File: config.mk
export PLATFORM = sky130hd
export DESIGN_NAME = load_store_unit
export DESIGN_NICKNAME = d
export VERILOG_FILES = /design/src/rtl/load_store_unit_pkg.sv /design/src/rtl/load_store_unit_load_extend.sv /design/src/rtl/load_store_unit.sv
export SDC_FILE = /design/constraint.sdc
export NUM_CORES = 1
export LEC_CHECK = 0
export ABC_AREA = 1
export BUFFER_PORTS_ARGS = -buffer_cell sky130_fd_sc_hd__buf_2
export CORE_MARGIN = 2
export CORE_UTILIZATION = 45
export DETAILED_ROUTE_END_ITERATION = 8
export MAX_ROUTING_LAYER = met4
export PLACE_DENSITY = 0.76
export SYNTH_ARGS = -nofsm -noshare
export SYNTH_HDL_FRONTEND = slang
export SYNTH_SLANG_ARGS = --single-unit
File: constraint.sdc
create_clock -name clk -period 5.7 [get_ports clk]
set_clock_uncertainty 0.15 [all_clocks]
set_input_delay 0.855 -clock clk [delete_from_list [all_inputs] [get_ports clk]]
set_output_delay 0.855 -clock clk [all_outputs]
set_load 0.05 [all_outputs]
File: src/rtl/load_store_unit_pkg.sv
// Shared encodings for the load/store unit: access widths, FSM states and
// the width-to-byte-count helper used by the range check.
package load_store_unit_pkg;

    localparam logic [1:0] SIZE_BYTE = 2'b00;
    localparam logic [1:0] SIZE_HALF = 2'b01;
    localparam logic [1:0] SIZE_RSVD = 2'b10;
    localparam logic [1:0] SIZE_WORD = 2'b11;

    typedef enum logic [1:0] {
        ST_IDLE   = 2'd0,
        ST_ACCESS = 2'd1,
        ST_RESP   = 2'd2
    } lsu_state_t;

    function automatic logic [2:0] size_bytes(input logic [1:0] size);
        case (size)
            SIZE_BYTE: return 3'd1;
            SIZE_HALF: return 3'd2;
            default:   return 3'd4;
        endcase
    endfunction

endpackage

File: src/rtl/load_store_unit_load_extend.sv
// Combinational load-data extender: selects the low byte/half/word of the
// raw memory word and zero- or sign-extends it to 32 bits.
module load_extend
    import load_store_unit_pkg::*;
(
    input  logic [1:0]  size_i,
    input  logic        unsigned_i,
    input  logic [31:0] raw_i,
    output logic [31:0] result_o
);

    always_comb begin
        result_o = raw_i;
        case (size_i)
            SIZE_BYTE: result_o = {{24{~unsigned_i & raw_i[7]}}, raw_i[7:0]};
            SIZE_HALF: result_o = {{16{~unsigned_i & raw_i[15]}}, raw_i[15:0]};
            default:   result_o = raw_i;
        endcase
    end

endmodule

File: src/rtl/load_store_unit.sv
// Single-outstanding load/store unit: accept in IDLE, one memory cycle in
// ACCESS, one-cycle response pulse in RESP. Faulting requests skip ACCESS.
module load_store_unit
    import load_store_unit_pkg::*;
#(
    parameter logic [31:0] ADDR_LIMIT = 32'd16384
) (
    input  logic        clk,
    input  logic        rst,
    // Handshake: a request transfers on a rising edge where req_valid and
    // req_ready are both 1; req_ready never depends on req_valid.
    input  logic        req_valid,
    output logic        req_ready,
    input  logic        req_is_store,
    input  logic [1:0]  req_size,
    input  logic        req_unsigned,
    input  logic [31:0] req_addr,
    input  logic [31:0] req_wdata,
    output logic        resp_valid,
    output logic [31:0] resp_rdata,
    output logic        resp_misalign,
    output logic        resp_range,
    output logic [31:0] mem_address,
    output logic [31:0] mem_writedata,
    output logic        mem_read,
    output logic        mem_write,
    output logic [1:0]  mem_storex,
    input  logic [31:0] mem_readdata,
    output lsu_state_t  dbg_state_o
);

    lsu_state_t  state_q, state_d;
    logic [31:0] addr_q, addr_d;
    logic [31:0] wdata_q, wdata_d;
    logic [31:0] rdata_q, rdata_d;
    logic [1:0]  size_q, size_d;
    logic        store_q, store_d;
    logic        unsigned_q, unsigned_d;
    logic        misalign_q, misalign_d;
    logic        range_q, range_d;

    logic        req_misalign;
    logic        req_range;
    logic [32:0] req_end;
    logic [31:0] ext_result;

    // 33-bit end address so a request near 2^32 cannot wrap below the limit.
    assign req_end      = {1'b0, req_addr} + {30'b0, size_bytes(req_size)};
    assign req_misalign = (req_size == SIZE_RSVD)
                        | ((req_size == SIZE_HALF) & req_addr[0])
                        | ((req_size == SIZE_WORD) & (|req_addr[1:0]));
    assign req_range    = ~req_misalign & (req_end > {1'b0, ADDR_LIMIT});

    load_extend u_load_extend (
        .size_i     (size_q),
        .unsigned_i (unsigned_q),
        .raw_i      (mem_readdata),
        .result_o   (ext_result)
    );

    assign req_ready = (state_q == ST_IDLE) & ~rst;

    always_comb begin
        state_d    = state_q;
        addr_d     = addr_q;
        wdata_d    = wdata_q;
        rdata_d    = rdata_q;
        size_d     = size_q;
        store_d    = store_q;
        unsigned_d = unsigned_q;
        misalign_d = misalign_q;
        range_d    = range_q;
        case (state_q)
            ST_IDLE: begin
                if (req_valid && req_ready) begin
                    addr_d     = req_addr;
                    wdata_d    = req_wdata;
                    size_d     = req_size;
                    store_d    = req_is_store;
                    unsigned_d = req_unsigned;
                    rdata_d    = '0;
                    misalign_d = req_misalign;
                    range_d    = req_range;
                    state_d    = (req_misalign || req_range) ? ST_RESP : ST_ACCESS;
                end
            end
            ST_ACCESS: begin
                rdata_d = store_q ? 32'd0 : ext_result;
                state_d = ST_RESP;
            end
            ST_RESP: state_d = ST_IDLE;
            default: state_d = ST_IDLE;
        endcase
    end

    always_ff @(posedge clk) begin
        if (rst) begin
            state_q    <= ST_IDLE;
            addr_q     <= '0;
            wdata_q    <= '0;
            rdata_q    <= '0;
            size_q     <= '0;
            store_q    <= 1'b0;
            unsigned_q <= 1'b0;
            misalign_q <= 1'b0;
            range_q    <= 1'b0;
        end else begin
            state_q    <= state_d;
            addr_q     <= addr_d;
            wdata_q    <= wdata_d;
            rdata_q    <= rdata_d;
            size_q     <= size_d;
            store_q    <= store_d;
            unsigned_q <= unsigned_d;
            misalign_q <= misalign_d;
            range_q    <= range_d;
        end
    end

    assign resp_valid    = (state_q == ST_RESP);
    assign resp_rdata    = rdata_q;
    assign resp_misalign = misalign_q;
    assign resp_range    = range_q;
    assign mem_address   = addr_q;
    assign mem_writedata = wdata_q;
    assign mem_storex    = size_q;
    assign mem_read      = (state_q == ST_ACCESS) & ~store_q;
    assign mem_write     = (state_q == ST_ACCESS) & store_q;
    assign dbg_state_o   = state_q;

endmodule

==> out/qor.yml, run 1 <==
highest_layer: "met4"
first_iter_violations: 402
gp_congestion: 0.9413
netlist_area_um2: 4974
placed_area_um2: 6072
cp.required_ns: 4.70
routed-wl-met3_um: 999
cts_made_buffers: 9
yosysWarnings: 0
crit_chain: "buf_2 -> inv_2 -> nand2_1 -> nor2_1 -> buf_2"
post-place-ws_ns: 2.412
status: "finished, final reports clean"
drtPass1Iterations: 5
root_buffer: "clkbuf_8"
max_stage_delay_ns: 0.31
die_area_um2: 11910
clk_pin_slew_ns: 0.10
ctsResizeCount: 0
wl_met1_mm: 6.340
cts.sinks: 104
synthCells: 750
worstPathArrival_ns: 1.91
avgSynthCellArea_um2: 6.631
grt.total_usage_pct: 24.66
nets: 1046
overflow: 0
ys_ff_latch: 104
wl_met2_mm: 6.839
worstPathMaxFanout: 25
cp-end-kind: "output pin"
antenna_found_initial: 0
crit_path_top_delay_cell: "buf_2"
start_util_pct: 46.08
htree_num_levels: 3
antenna_cells: 0
hold_path_class: "flop to flop"
tritoncts: "built"
grt_pass1_wl_mm: 22.62
peakVddDrop_uv: 159.4
synth_edf_count: 0
drtAntennaViolNets: 0
coreArea_um2: 10790
io_buffers: 208
cp-start-kind: "input pin"
ys.flop_type: "dfxtp_1"
power.density_nw_per_um2: 250.3
slew_headroom_pct: 38.28
finalHoldViolations: 0
wl_mm: 14.57
async_reset_ff_share_pct: 0
drc: 0
num_rows: 38
finalSetupTns_ns: 0
drive_above_1_share_pct: 26.69
dr_total_vias: 5421
hpwl_mm: 10.75
drt-vias-per-instance: 5.001
clk_latency_ns: 0.38
worst_slack_ns: 2.782
fmax_mhz: 342.7
fin_area_um2: 6290
ys_types: 31
finalSetupViolCount: 0
layout_min_cycle_time_ns: 2.918
cp_common_cell: "buf_2"
grt_pass1_vias: 4881
layout_commonest_cell: "nand2_1"
slew_violations: 0
wl_per_cell_um: 13.44
post_cts_buffers: 0
grt_max_degree: 79
syn-num-nets: 857
chipHeight_um: 109.1
cts_buffer_depth: 2
io_pins: 209
cap_violations: 0
critPathKind: "input pin to output pin"
rsz0062_at_grt: "false"
finalCritPeriodShare_pct: 51.19
cts_hold_buf: 0
worstMarginPinSlew_ns: 0.9248
ys_seq_area_share_pct: 41.86
layout_common_cells: "269 x nand2_1, 208 x buf_2, 104 x a21oi_1, 104 x dfxtp_1, 67 x nor2_1"
p_leak_nw: 3.062
area.growth.synth_to_final_pct: 26.47
fillCellCount: 1096
die_w_um: 109.1
-- path summary, 6_finish.rpt --
check,start,endpoint,slack [ns],cells after the start
setup / recovery,rst,req_ready,2.78,5
hold / removal,resp_rdata[15]$_SDFFE_PP0P_,resp_rdata[15]$_SDFFE_PP0P_,0.31,2
setup reg to reg,dbg_state_o[1]$_SDFFE_PP0P_,resp_rdata[8]$_SDFFE_PP0P_,3.16,9
hold reg to reg,resp_rdata[15]$_SDFFE_PP0P_,resp_rdata[15]$_SDFFE_PP0P_,0.31,2
-- metal layers --
layer	vias to the layer above	global-route usage, %
met2	189	40.42
met4	0	9.982
met3	32	4.124
li1	2782	-
met5	-	-
met1	2418	30.15
-- flip-flops by register name (all words and copies together), names as in the netlist --
register,flops
mem_address,32
mem_writedata,32
resp_rdata,32
dbg_state_o,2
mem_storex,2
resp_misalign,1
resp_range,1
store_q,1
unsigned_q,1
-- power breakdown --
group          total (mW)  leakage, nW  switching, mW  internal [mW]
clock               0.509        0.107          0.294          0.216
sequential          0.767        0.847         0.0143          0.753
combinational       0.298         2.11          0.216         0.0813
-- worst max-delay path: cells and delay by family --
family / cells / cell delay, ns
simple gates: 2 / 0.31
buf+inv: 3 / 0.72
-- cells in the mapped netlist, types with 3 or more instances --
library cell  instances  area (µm²)
a21oi_1             104       520.5
buf_2                11       55.05
clkbuf_1             20       75.07
dfxtp_1             104        2082
ha_1                  3       37.54
inv_1                49       183.9
inv_2                 3       11.26
nand2_1             270        1013
nand2_2               3       18.77
nand3_1              19       95.09
nand3_2               3       30.03
nand3b_1              5       37.54
nand4_1               8       50.05
nor2_1               67       251.5
nor2_2                5       31.28
nor2_4                4       45.04
o21ai_0              53       265.3
xor2_1                3       26.28
-- cells by family (layout without fill, tap and decap cells) --
family	Yosys count	count (layout)	synth area share (%)
flip-flops	104	104	41.86
AND/OR/NAND/NOR	392	392	33.11
adder cells (fa/ha/maj)	4	4	1.157
AO/OA/AOI/OAI	160	160	16.23
buffers and inverters	86	280	6.943
XOR/XNOR	4	4	0.7045
-- metrics by stage --
stage	hold WS [ns]	util (%)	cells	power [mW]
2_1_floorplan	0.3179	-	750	0.9844
3_3_place_gp	0.2946	56.26	1068	1.079
3_5_place_dp	0.2997	56.26	1068	1.081
4_1_cts	0.3167	58.28	1084	1.585
5_1_grt	0.3223	58.28	1084	1.643
6_report	0.3141	58.28	1084	1.574
-- layout make-up --
| type | count | area (µm²) | share of cell area, % |
|---|---|---|---|
| Clock inverter | 7 | 93.84 | 1.492 |
| Multi-Input combinational cell | 560 | 2549 | 40.52 |
| Sequential cell | 104 | 2082 | 33.10 |
| Clock buffer | 9 | 123.9 | 1.969 |
| Timing Repair Buffer | 212 | 1071 | 17.03 |
| Tap cell | 140 | 175.2 | 2.785 |
| Inverter | 52 | 195.2 | 3.103 |
Note: power is estimated with default switching activity, not from simulation.
==> run 2: changes to the inputs <==
==> constraint.sdc (replaced) <==
create_clock -name clk -period 2.8 [get_ports clk]
set_clock_uncertainty 0.15 [all_clocks]
set_input_delay 0.42 -clock clk [delete_from_list [all_inputs] [get_ports clk]]
set_output_delay 0.42 -clock clk [all_outputs]
set_load 0.05 [all_outputs]
==> run 2 against run 1 <==
- power rose by 98%
- flip-flop and latch count stayed put
- setup slack got worse by 2.2 ns
- die area is the same
- sequential power up 100%
- critical path depth up 11
- critical endpoint is now resp_range$_SDFFE_PP0P_
- sequential share of layout area shrank 0.14 points
- highest routed layer unchanged
- non-clock buffer count grew 3
- combinational power increased by 110%
- utilization increased by 0.26 points
- cell area is 0.44% higher
==> out/qor.yml, run 2 (synthesis results as in run 1) <==
status: "finished, final reports clean"
layout_common_cells: "269 x nand2_1, 208 x buf_2, 104 x a21oi_1, 104 x dfxtp_1, 67 x nor2_1"
grt_pass1_vias: 4859  # -0.45%
total_power_mw: 3.122  # +98%
fin_cells: 1087  # +0.28%
dp.cells: 1071  # +0.28%
area.growth.synth_to_final_pct: 27.02
htree_num_levels: 3  # unchanged
first_iter_violations: 417  # +3.7%
finalSetupTns_ns: 0  # unchanged
critical-path-top-delay-family: "simple AND/OR/NAND/NOR gates"
worstPathMaxFanout: 8  # -68%
wl_mm: 14.91  # +2.4%
drtPass1Iterations: 5  # unchanged
cp_common_cell: "nand3_1"
finalSetupViolCount: 0  # unchanged
grt.total_usage_pct: 25.19  # +0.53 points
cts_hold_buf: 0  # unchanged
nets: 1049  # +0.29%
worstHoldPathCells: 3  # +1
io_buffers: 208  # unchanged
cp.required_ns: 2.87  # -1.83 ns
wl_per_cell_um: 13.72  # +2.1%
fmax_mhz: 441.0
io_pins: 209  # unchanged
clk_latency_ns: 0.37  # about the same
num_rows: 38  # unchanged
grt_max_degree: 79  # unchanged
layout_commonest_cell: "nand2_1"
cp-end-kind: "flop"
fillCellCount: 1073  # -2.1%
clk_pin_slew_ns: 0.11  # about the same
placed_area_um2: 6120  # +0.78%
hpwl_mm: 11.25  # +4.7%
path_depth: 16  # +11
worstPathArrival_ns: 2.34  # +0.43 ns
cts_made_buffers: 9  # unchanged
antenna_found_initial: 0  # unchanged
peakVddDrop_uv: 257.4  # +62%
slew_violations: 0  # unchanged
drtAntennaViolNets: 0  # unchanged
root_buffer: "clkbuf_8"
worstMarginPinSlew_ns: 0.9740  # +0.04926 ns
crit_path_top_delay_cell: "fa_1"
critPathKind: "input pin to flop"
cts_buffer_depth: 2  # unchanged
finalCritPeriodShare_pct: 80.98
overflow: 0  # unchanged
start_util_pct: 46.08  # unchanged
layout_min_cycle_time_ns: 2.268
finalHoldViolations: 0  # unchanged
die_w_um: 109.1  # unchanged
rsz0062_at_grt: "false"
dr_total_vias: 5374  # -0.87%
chipHeight_um: 109.1  # unchanged
gp_congestion: 0.9577  # +1.7%
power.density_nw_per_um2: 494.2  # +97%
crit_buf_inv: 2  # -1
drc: 0  # unchanged
area.sequential_um2: 2082  # unchanged
hold_path_class: "input pin to flop"
whs_ns: 0.1291  # -0.1850 ns
max_stage_delay_ns: 0.42  # +0.11 ns
cap_violations: 0  # unchanged
grt_pass1_wl_mm: 23.07  # +2.0%
antenna_cells: 0  # unchanged
crit_chain: "buf_2 -> nor2_1 -> ha_1 -> fa_1 -> nand3_2 -> nand2_4 -> nand3_1 -> inv_1 -> nand3_1 -> o21ai_0 -> nor2_1 -> nand3_1 -> nor2_1 -> nand3_1 -> nand2_1 -> a21oi_1"
multi_input_area_um2: 2549  # unchanged
post_cts_buffers: 0  # unchanged
rr_worst_depth: 8  # -1
die_area_um2: 11910  # unchanged
tritoncts: "built"
cp-start-kind: "input pin"
slew_headroom_pct: 34.99  # -3.3 points
drt-vias-per-instance: 4.944  # -1.1%
drive_above_1_share_pct: 26.93  # +0.23 points
fin_area_um2: 6317  # +0.44%
coreArea_um2: 10790  # unchanged
ctsResizeCount: 0  # unchanged
p_leak_nw: 3.080  # +0.59%
cts.sinks: 104  # unchanged
run 2: worst reg2reg max path, delay by kind of cell (launching register included):
family / cells / cell delay [ns]
buffers and inverters: 2 / 0.83
flip-flops: 1 / 0.39
AND/OR/NAND/NOR: 5 / 0.63
AO/OA/AOI/OAI: 1 / 0.19
run 2: metal layers:
layer | vias up | GRT usage [%] | share of wire (%)
met4 | 0 | 9.615 | 2.9
met3 | 39 | 4.363 | 7.8
li1 | 2780 | - | -
met2 | 219 | 39.88 | 45
met5 | - | - | 0
met1 | 2336 | 32.07 | 44
run 2: where the power goes:
group / internal, mW / switching [mW] / total [mW]
sequential: 1.53 / 0.0283 / 1.56
combinational: 0.171 / 0.446 / 0.617
clock: 0.389 / 0.556 / 0.945
run 2: area by class of cell:
class,instances,area share [%]
clock buffer,11,2.397
clock inverter,5,0.7328
tap,140,2.773
timing repair buffer,215,17.71
inverter,52,3.090
sequential,104,32.96
multi-input combinational,560,40.34
run 2: path summary, 6_finish.rpt:
check	to	slack, ns	startpoint
hold reg to reg	resp_rdata[7]$_SDFFE_PP0P_	0.31	resp_rdata[7]$_SDFFE_PP0P_
hold / removal	mem_writedata[27]$_SDFFE_PP0P_	0.13	req_wdata[27]
setup / recovery	resp_range$_SDFFE_PP0P_	0.53	req_size[1]
setup reg to reg	resp_rdata[21]$_SDFFE_PP0P_	0.55	dbg_state_o[1]$_SDFFE_PP0P_
run 2: through the flow:
stage	setup WS, ns	utilization [%]
5_1_grt	0.2109	58.53
3_3_place_gp	0.2139	56.70
3_5_place_dp	0.1875	56.70
4_1_cts	0.4576	58.53
6_report	0.5324	58.53
2_1_floorplan	0.2484	-
==> run 3: changes to the inputs <==
==> constraint.sdc (replaced) <==
create_clock -name clk -period 2.2 [get_ports clk]
set_clock_uncertainty 0.15 [all_clocks]
set_input_delay 0.33 -clock clk [delete_from_list [all_inputs] [get_ports clk]]
set_output_delay 0.33 -clock clk [all_outputs]
set_load 0.05 [all_outputs]
==> run 3 against run 2 <==
- global-route usage up 0.60 points
- sequential share of layout area down 1.2 points
- wire length up 3.7%
- clock power up 37%
- non-clock buffer count up 20
- flip-flop and latch count unchanged
- via count up 2.1%
- critical path type unchanged
- cell area up 3.8%
- largest power group unchanged
- sequential power up 27%
- setup slack worse by 0.44 ns
==> out/qor.yml, run 3 (synthesis results as in run 1) <==
htree_num_levels: 3  # unchanged
antenna_found_initial: 0  # unchanged
crit_chain: "buf_8 -> nor2_4 -> ha_4 -> fa_2 -> nand3_2 -> nand2_4 -> nand2_4 -> buf_4 -> inv_1 -> nand3_1 -> o21ai_0 -> nor2_1 -> nand2_1 -> nand2_1 -> nand4_1 -> nand2_1 -> a21oi_2"
cp.required_ns: 2.36  # -0.51 ns
io_buffers: 208  # unchanged
slew_violations: 0  # unchanged
overflow: 0  # unchanged
r2r-start: "dbg_state_o[0]$_SDFFE_PP0P_"
area.sequential_um2: 2082  # unchanged
status: "finished, final reports clean"
worstPathArrival_ns: 2.27  # -0.07 ns
area.growth.synth_to_final_pct: 31.85
critical-path-top-delay-family: "simple AND/OR/NAND/NOR gates"
netSwitchingFraction_pct: 33.01  # about the same
cp-start-kind: "input pin"
layout_min_cycle_time_ns: 2.110
slew_headroom_pct: 44.25  # +9.3 points
grt_pass1_wl_mm: 23.52  # +1.9%
die_w_um: 109.1  # unchanged
finalSetupViolCount: 0  # unchanged
fillCellCount: 1082  # +0.84%
die_area_um2: 11910  # unchanged
cts.sinks: 104  # unchanged
cts_made_buffers: 9  # unchanged
drt-vias-per-instance: 4.958  # +0.28%
grt.total_usage_pct: 25.79  # +0.60 points
tritoncts: "built"
p_int_mw: 2.754  # +32%
hp-start: "req_wdata[20]"
max_stage_delay_ns: 0.23  # -0.19 ns
start_util_pct: 46.08  # unchanged
critPathKind: "input pin to flop"
antenna_cells: 0  # unchanged
hold_path_class: "input pin to flop"
power_switching_mw: 1.357  # +32%
multi_input_area_um2: 2629  # +3.1%
nets: 1069  # +1.9%
finalHoldViolations: 0  # unchanged
dr_total_vias: 5488  # +2.1%
grt_max_degree: 79  # unchanged
worstPathMaxFanout: 7  # -1
post-place-ws_ns: -0.3028  # -0.4903 ns
cap_violations: 0  # unchanged
num_rows: 38  # unchanged
placed_area_um2: 6240  # +2.0%
cp_common_cell: "nand2_1"
coreArea_um2: 10790  # unchanged
power.density_nw_per_um2: 627.0  # +27%
cp-end-kind: "flop"
wl_mm: 15.46  # +3.7%
peakVddDrop_uv: 308.9  # +20%
chipHeight_um: 109.1  # unchanged
crit_buf_inv: 3  # +1
whs_ns: 0.02940  # -0.09965 ns
worst_slack_ns: 0.09027  # -0.4422 ns
total_power_mw: 4.111  # +32%
crit_path_top_delay_cell: "fa_2"
p_leak_nw: 3.182  # +3.3%
seqPwrFrac_pct: 48.2  # -1.8 points
fmax_mhz: 474.0
p_comb_share_pct: 20.3  # +0.5 points
setup.worst_path.start: "req_size[1]"
finalCritPeriodShare_pct: 95.90
io_pins: 209  # unchanged
drc: 0  # unchanged
clk_latency_ns: 0.37  # about the same
cts_buffer_depth: 2  # unchanged
worstMarginPinSlew_ns: 0.8362  # -0.1378 ns
layout_common_cells: "267 x nand2_1, 205 x buf_2, 104 x dfxtp_1, 103 x a21oi_1, 62 x nor2_1"
gp_congestion: 0.9166  # -4.3%
layout_commonest_cell: "nand2_1"
grt_pass1_vias: 4886  # +0.56%
root_buffer: "clkbuf_8"
first_iter_violations: 395  # -5.3%
power_frac_clock_pct: 31.5  # +1.2 points
drtPass1Iterations: 7  # +2
wl_per_cell_um: 13.97  # +1.8%
drive_above_1_share_pct: 29.58  # +2.6 points
drtAntennaViolNets: 0  # unchanged
rsz0062_at_grt: "true"
hpwl_mm: 11.56  # +2.8%
clk_pin_slew_ns: 0.11  # about the same
fin_util_pct: 60.76  # +2.2 points
fin_area_um2: 6558  # +3.8%
==> run 3: stage by stage <==
stage                     TNS, ns  instances
after CTS                       0       1106
final                           0       1107
after global placement    -0.6933       1090
after detailed placement  -0.8346       1090
after global routing      -0.1882       1107
after floorplan                 0        750
==> run 3: worst reg2reg max path, delay by kind of cell, from the launching register on <==
kind | cells | cell delay [ns]
AND/OR/NAND/NOR | 2 | 0.57
flip-flops | 1 | 0.44
AO/OA/AOI/OAI | 2 | 0.42
buffers and inverters | 2 | 0.21
==> run 3: final cells by class <==
type                    count  area share [%]
inverters                  52           2.977
clock inverters             6           1.317
flip-flops and latches    104           31.75
multi-input cells         560           40.09
repair buffers            235           19.25
well taps                 140           2.671
clock buffers              10           1.946
==> run 3: per-layer routing <==
layer / GRT usage [%] / vias to the layer above / routed length [µm]
met1: 32.75 / 2445 / 6748
li1: - / 2819 / -
met5: - / - / 0
met2: 42.50 / 203 / 7246
met4: 7.692 / 0 / 255
met3: 3.766 / 21 / 1213
==> run 3: repair_timing <==
action,in CTS,in global routing
endpoints found under the setup margin,0,6
resized for setup,0,24
hold buffers,0,0
buffers inserted,0,1
==> run 3: worst paths after layout <==
path / endpoint / slack, ns / depth (start not counted)
max: dbg_state_o[1]$_SDFFE_PP0P_ / 0.09 / 17
min: mem_writedata[20]$_SDFFE_PP0P_ / 0.03 / 3
max reg2reg: resp_rdata[31]$_SDFFE_PP0P_ / 0.36 / 6
min reg2reg: resp_rdata[7]$_SDFFE_PP0P_ / 0.31 / 2
==> run 3: power groups by stage <==
stage	sequential (mW)	combinational (mW)	clock (mW)
after floorplan	2.25	0.298	0
after global placement	2.02	0.812	0
after detailed placement	2.02	0.814	0
after CTS	1.98	0.816	1.33
after global routing	1.99	0.905	1.40
final	1.98	0.836	1.29
